$ cat config.mk
export PLATFORM = sky130hd
export DESIGN_NAME = ysyx_22040750_mdu
export DESIGN_NICKNAME = d
export VERILOG_FILES = /design/src/rtl/ysyx_22040750_mdu.sv
export SDC_FILE = /design/constraint.sdc
export NUM_CORES = 2
export LEC_CHECK = 0
export BUFFER_PORTS_ARGS = -buffer_cell sky130_fd_sc_hd__buf_2
export CORE_ASPECT_RATIO = 0.8
export CORE_MARGIN = 5
export CORE_UTILIZATION = 45
export CTS_CLUSTER_SIZE = 24
export DETAILED_ROUTE_END_ITERATION = 6
export PLACE_DENSITY_LB_ADDON = 0.12
export SYNTH_ARGS = -nofsm -noshare
export SYNTH_HDL_FRONTEND = slang
export SYNTH_SLANG_ARGS = --single-unit
$ cat constraint.sdc
create_clock -name I_sys_clk -period 4.6 [get_ports I_sys_clk]
set_input_delay 0.23 -clock I_sys_clk [delete_from_list [all_inputs] [get_ports I_sys_clk]]
set_output_delay 0.23 -clock I_sys_clk [all_outputs]
set_load 0.01 [all_outputs]
$ cat src/rtl/ysyx_22040750_mdu.sv
// Iterative radix-2 RV64M multiply/divide unit for the EX stage.
// One partial product or quotient bit per cycle; result held in DONE until accepted downstream.
module ysyx_22040750_mdu #(
  parameter int XLEN = 64
) (
  input  logic            I_sys_clk,
  input  logic            I_rst_n,
  input  logic            I_start,
  input  logic [3:0]      I_op,
  input  logic [1:0]      I_sign,
  input  logic            I_word,
  input  logic [XLEN-1:0] I_op1,
  input  logic [XLEN-1:0] I_op2,
  input  logic            I_out_ready,
  input  logic            I_flush,
  output logic            O_busy,
  output logic            O_valid,
  output logic [XLEN-1:0] O_result
);
  localparam int W = XLEN / 2;

  typedef enum logic [1:0] {IDLE, CALC, FIX, DONE} state_e;
  typedef enum logic [1:0] {K_MUL, K_MULH, K_DIV, K_REM} kind_e;

  state_e              state_q, state_d;
  kind_e               kind_q, kind_d, kind_sel;
  logic [6:0]          cnt_q, cnt_d;
  logic [2*XLEN-1:0]   acc_q, acc_d, mcand_q, mcand_d;
  logic [XLEN-1:0]     quot_q, quot_d, op1_q, op1_d;
  logic [XLEN-1:0]     result_q, result_d;
  logic                word_q, word_d, neg_q, neg_d, divz_q, divz_d, valid_q, valid_d;

  logic [XLEN-1:0] op1_ext, op2_ext, mag1, mag2, fix_raw, fix_res;
  logic            neg1, neg2, op_onehot, start_ok, is_div;
  logic [XLEN:0]   div_t, div_sub;
  logic            div_ge;
  logic [XLEN-1:0] rem_new;
  logic [2*XLEN-1:0] prod_fix;
  logic [XLEN-1:0] quot_fix, rem_fix;
  logic [6:0]      cnt_last;

  // Word ops narrow to the low half before sign handling.
  assign op1_ext = I_word ? {{W{I_sign[1] & I_op1[W-1]}}, I_op1[W-1:0]} : I_op1;
  assign op2_ext = I_word ? {{W{I_sign[0] & I_op2[W-1]}}, I_op2[W-1:0]} : I_op2;
  assign neg1    = I_sign[1] & op1_ext[XLEN-1];
  assign neg2    = I_sign[0] & op2_ext[XLEN-1];
  assign mag1    = neg1 ? -op1_ext : op1_ext;
  assign mag2    = neg2 ? -op2_ext : op2_ext;

  assign op_onehot = (I_op != 4'd0) && ((I_op & (I_op - 4'd1)) == 4'd0);
  assign start_ok  = I_start && op_onehot;
  assign is_div    = I_op[3] | I_op[2];
  assign kind_sel  = I_op[3] ? K_REM : I_op[2] ? K_DIV : (I_op[1] && !I_word) ? K_MULH : K_MUL;

  // Restoring division step: remainder lives in acc low half, divisor in mcand low half.
  assign div_t   = {acc_q[XLEN-1:0], quot_q[XLEN-1]};
  assign div_sub = div_t - {1'b0, mcand_q[XLEN-1:0]};
  assign div_ge  = div_t >= {1'b0, mcand_q[XLEN-1:0]};
  assign rem_new = div_ge ? div_sub[XLEN-1:0] : div_t[XLEN-1:0];

  assign cnt_last = word_q ? 7'(W - 1) : 7'(XLEN - 1);

  assign prod_fix = neg_q ? -acc_q : acc_q;
  assign quot_fix = neg_q ? -quot_q : quot_q;
  assign rem_fix  = neg_q ? -acc_q[XLEN-1:0] : acc_q[XLEN-1:0];

  always_comb begin
    fix_raw = prod_fix[XLEN-1:0];
    case (kind_q)
      K_MUL:  fix_raw = prod_fix[XLEN-1:0];
      K_MULH: fix_raw = prod_fix[2*XLEN-1:XLEN];
      K_DIV:  fix_raw = divz_q ? {XLEN{1'b1}} : quot_fix;
      K_REM:  fix_raw = divz_q ? op1_q : rem_fix;
      default: fix_raw = prod_fix[XLEN-1:0];
    endcase
    fix_res = word_q ? {{W{fix_raw[W-1]}}, fix_raw[W-1:0]} : fix_raw;
  end

  always_comb begin
    state_d  = state_q;
    kind_d   = kind_q;
    cnt_d    = cnt_q;
    acc_d    = acc_q;
    mcand_d  = mcand_q;
    quot_d   = quot_q;
    op1_d    = op1_q;
    result_d = result_q;
    word_d   = word_q;
    neg_d    = neg_q;
    divz_d   = divz_q;
    valid_d  = valid_q;
    case (state_q)
      IDLE: if (start_ok) begin
        kind_d = kind_sel;
        word_d = I_word;
        neg_d  = I_op[3] ? neg1 : (neg1 ^ neg2);
        divz_d = is_div && (op2_ext == '0);
        op1_d  = op1_ext;
        cnt_d  = '0;
        acc_d  = '0;
        if (is_div) begin
          mcand_d = {{XLEN{1'b0}}, mag2};
          quot_d  = I_word ? (mag1 << W) : mag1;
        end else begin
          mcand_d = {{XLEN{1'b0}}, mag1};
          quot_d  = mag2;
        end
        state_d = (is_div && (op2_ext == '0)) ? FIX : CALC;
      end
      CALC: begin
        cnt_d = cnt_q + 7'd1;
        if (kind_q == K_MUL || kind_q == K_MULH) begin
          if (quot_q[0]) acc_d = acc_q + mcand_q;
          mcand_d = mcand_q << 1;
          quot_d  = quot_q >> 1;
        end else begin
          acc_d  = {{XLEN{1'b0}}, rem_new};
          quot_d = {quot_q[XLEN-2:0], div_ge};
        end
        if (cnt_q == cnt_last) state_d = FIX;
      end
      FIX: begin
        result_d = fix_res;
        valid_d  = 1'b1;
        state_d  = DONE;
      end
      DONE: if (I_out_ready) begin
        valid_d = 1'b0;
        state_d = IDLE;
      end
      default: state_d = IDLE;
    endcase
    // Flush wins over everything and leaves the last result visible.
    if (I_flush) begin
      state_d  = IDLE;
      valid_d  = 1'b0;
      result_d = result_q;
    end
  end

  always_ff @(posedge I_sys_clk or negedge I_rst_n) begin
    if (!I_rst_n) begin
      state_q  <= IDLE;
      kind_q   <= K_MUL;
      cnt_q    <= '0;
      acc_q    <= '0;
      mcand_q  <= '0;
      quot_q   <= '0;
      op1_q    <= '0;
      result_q <= '0;
      word_q   <= 1'b0;
      neg_q    <= 1'b0;
      divz_q   <= 1'b0;
      valid_q  <= 1'b0;
    end else begin
      state_q  <= state_d;
      kind_q   <= kind_d;
      cnt_q    <= cnt_d;
      acc_q    <= acc_d;
      mcand_q  <= mcand_d;
      quot_q   <= quot_d;
      op1_q    <= op1_d;
      result_q <= result_d;
      word_q   <= word_d;
      neg_q    <= neg_d;
      divz_q   <= divz_d;
      valid_q  <= valid_d;
    end
  end

  assign O_busy   = (state_q != IDLE);
  assign O_valid  = valid_q;
  assign O_result = result_q;
endmodule

==> results.md <==
- Aggregate global routing overflow: 0
- Router iterations before antenna repair: 7
- Die width: 358 microns
- Cells on worst reg2reg path: 14
- Clock transition at path regs: ~70 ps
- Setup Skew: about 50 ps
- Die height: a little under 300 microns
- Routed length per placed instance: roughly 30 microns
- Critical Path End Type: register
- Relative slew margins: 0.113
- Top cells by area in the synthesized netlist: sky130_fd_sc_hd__dfrtp_1 27%, sky130_fd_sc_hd__o21ai_0 7.5%, sky130_fd_sc_hd__a21oi_1 6.1%, sky130_fd_sc_hd__nand2_1 6.0%, sky130_fd_sc_hd__ha_1 5.7%
- Number of enable flip-flop cells after synthesis: 0
- Worst Slack Setup Final: around 79 ps
- Top cell type by total area after synthesis: sky130_fd_sc_hd__dfrtp_1
- Final design utilization: 0.520
- Portion of the post-synthesis area used by sequential elements: 0.266
- Most repeated cell in the gate-level netlist after synthesis: sky130_fd_sc_hd__nand2_1
- Final cell area excluding filler cells: 0.0502 sq mm
- Ratio of cells with drive above 1 in the final layout: 0.138
- Number of port buffers: slightly above 200
- Category of the critical setup timing path: register to register
- P&R area growth vs syn: 15.1%
- Distinct cell type count of the synthesized netlist: 87
- Clock period minus final worst setup slack: 4520 ps
- Detailed-route vias per instance: about 6.6
- Clock buffer depth: 3
- Root Buffer: sky130_fd_sc_hd__clkbuf_16
- Worst Min Path Start: I_op1[46]
- Instance area at placement: about 0.048 sq mm
- Area of the mapped netlist: approximately 0.044 sq mm
- Setup violation total in the final timing report: 0
- Number of cells on the worst hold path: 3
- Total power density per cell area: about 870 mW/mm^2
- Worst flop-to-flop path endpoint: O_result[44]
- Placed wire-length estimate after detailed placement: about 180,000 microns
- Required time reported for the critical path endpoint: between 5000 and 6000 ps
- # nets final: around 6,400
- Cell count after synthesis: 5,755
- Placement Setup Slack: 36.1 ps
- Most common flop cell mapped by yosys: sky130_fd_sc_hd__dfrtp_1
- Worst-Margin Slew: between 1000 and 1500 ps
- Mean post-synth cell area: between 7 and 8 sq um
- Leak pwr: 23.0 nW
- Clock H-tree levels: 2
- Flop and latch count out of synthesis: 463
- Number of I/O pins: between 200 and 250
- R2R setup slack: around 79 ps
- Number of max-slew violations in the final report: 0
- Pin count of the biggest net entering global routing: around 170
- Most frequent cells after synthesis: 697 x sky130_fd_sc_hd__nand2_1, 650 x sky130_fd_sc_hd__o21ai_0, 535 x sky130_fd_sc_hd__a21oi_1
- Global-route wire length before repair: 316,000 microns
- Critical path launch point type: register
- Hold endpoint: op1_q[46]
- Final sum of negative setup slack: 0 ps
- Clock tree from TritonCTS: built
- Inserted Clock Buffers: 53
- Synthesized Nets: ~6,000
- Final Wtd Congestion: ~1.0
- Reg-to-Reg Start: acc_q[43]
- Core Region: between 0.09 and 0.1 sq mm
- Via count of the first global-routing pass: 44,100
- Largest fanout on the critical path: 17
- Number of antenna violations at the first check in global routing: 10
- Outcome: finished, violations left
- Final Total Pwr: 0.0437 W
- Final-report hold violation count: 0
- Starting DRT DRC Count: 6,645
- RSZ-0062 raised after global routing: no
- Post-route ant nets: 0
- Crit path DAT: around 5100 ps
- IR Drop Worst-Case VDD: roughly 0.73 mV
- Max cap viols: 0
- Total wirelength of the detailed-routed design: 222,000 microns
- Die outline area: around 0.10 sq mm
- Final period util: 0.983
- Filler cell count in the final layout: ~9,500
- Routed via count: roughly 48,000
- Count of synthesis-stage warnings from yosys: 0
- Hold Path Class: primary input to register
- Top cell type's share of synthesized area: 0.266
- Maximum achievable frequency: approximately 0.22 GHz
- Clock latency reported for the late side of the worst-skew pair: 690 ps
- Sinks on the clock net: around 460
- Floorplan row count: a little over 100
- DRC: 5
- FFs w/ async S/R, synth: 1.00
- Starting density of the core: 0.452
- Failing checks: DRC
- Total global routing track utilization: 0.414
==> sequential cells by signal (all words and copies together) (netlist names) <==
signal / cells
O_result: 64
quot_q: 64
op1_q: 64
cnt_q: 7
acc_q: 128
kind_q: 2
O_valid: 1
divz_q: 1
neg_q: 1
word_q: 1
state_q: 2
mcand_q: 128
==> worst max-delay path: stages, from the launching register on <==
cell and delay, ps:
sky130_fd_sc_hd__dfrtp_1 410, sky130_fd_sc_hd__or4_4 500, sky130_fd_sc_hd__or4_4 480, sky130_fd_sc_hd__or3_1 420
sky130_fd_sc_hd__or3_4 420, sky130_fd_sc_hd__buf_4 150, sky130_fd_sc_hd__or4_4 450, sky130_fd_sc_hd__o211ai_1 240
sky130_fd_sc_hd__mux2i_1 330, sky130_fd_sc_hd__o31ai_1 150, sky130_fd_sc_hd__buf_4 160, sky130_fd_sc_hd__nor2b_2 280
sky130_fd_sc_hd__nand2_1 180, sky130_fd_sc_hd__buf_12 200, sky130_fd_sc_hd__o211ai_1 80
==> power by group <==
part	leakage, nW	internal, W	total, W	switching, W
sequential	6.00	0.00526	0.00703	0.00177
clock	0.925	0.00272	0.00477	0.00206
combinational	16.0	0.0106	0.0319	0.0213
total	23.0	0.0186	0.0437	0.0252
==> stage by stage <==
| step | instances | hold WS [ps] |
|---|---|---|
| after floorplan | 5755 | -65.6 |
| after global placement | 7239 | 298 |
| after detailed placement | 7239 | 281 |
| after CTS | 7372 | 6.05 |
| after global routing | 7372 | 41.0 |
| final | 7380 | 42.0 |
==> layout make-up <==
class / count / area (sq um) / area share
Tap cell: 1300 / 1630 / 0.0324
Inverter: 177 / 664 / 0.0132
Clock inverter: 30 / 424 / 0.00845
Clock buffer: 68 / 1460 / 0.0291
Sequential cell: 463 / 11600 / 0.231
Timing Repair Buffer: 623 / 4440 / 0.0884
Antenna cell: 8 / 20.0 / 0.000399
Multi-Input combinational cell: 4711 / 30000 / 0.597
==> metal layers <==
layer	track usage	vias to the layer above	routed length [microns]	share of wire
li1	-	21600	-	-
met1	0.596	23400	95600	0.43
met2	0.558	2963	84800	0.38
met3	0.151	460	30300	0.14
met4	0.165	4	10900	0.049
met5	0	-	34	0.00015
==> cell families after synthesis <==
logic type / share of synthesized area
compound gates: 0.297
xor+xnor: 0.0950
fa+ha+maj: 0.0583
flops: 0.266
simple gates: 0.187
mux: 0.0461
buf+inv: 0.0502
==> how the worst max path moves through the flow <==
stage	startpoint	endpoint	slack [ps]	depth (start not counted)
detailed placement	acc_q[45]	O_result[44]	40	14
CTS	acc_q[43]	O_result[44]	10	14
finish	acc_q[43]	O_result[44]	80	14
global route	acc_q[73]	O_result[42]	20	13
global placement	acc_q[45]	O_result[44]	90	14
floorplan	acc_q[45]	O_result[55]	500	13
==> cells in the final DEF (no fill, tap or decap), drive strengths merged, types with 16 or more instances in the layout <==
cell type,instances
nor2,430
nand2,697
nand3,103
a211oi,101
clkinv,16
clkbuf,68
xor2,243
a31oi,58
inv,180
o41ai,34
or2,26
nor4,51
dlygate4sd3,35
o211ai,44
a221oi,43
o31ai,83
a22o,81
nor3,118
or4,55
dfrtp,463
or3,69
mux2i,120
a21boi,16
nand2b,30
o21ai,652
buf,588
a21o,116
a22oi,54
o21bai,50
o22ai,30
ha,200
xnor2,230
nor2b,19
and2,17
and3,21
nand4,93
a21oi,536
o21a,32
o221ai,41
mux2,72
==> what timing repair did <==
action | CTS | global route
buffers inserted | 0 | 0
endpoints found under the hold margin | 106 | 0
hold buffers | 35 | 0
endpoints found under the setup margin | 0 | 37
resized for setup | 0 | 6
(Power assumes the default switching activity.)
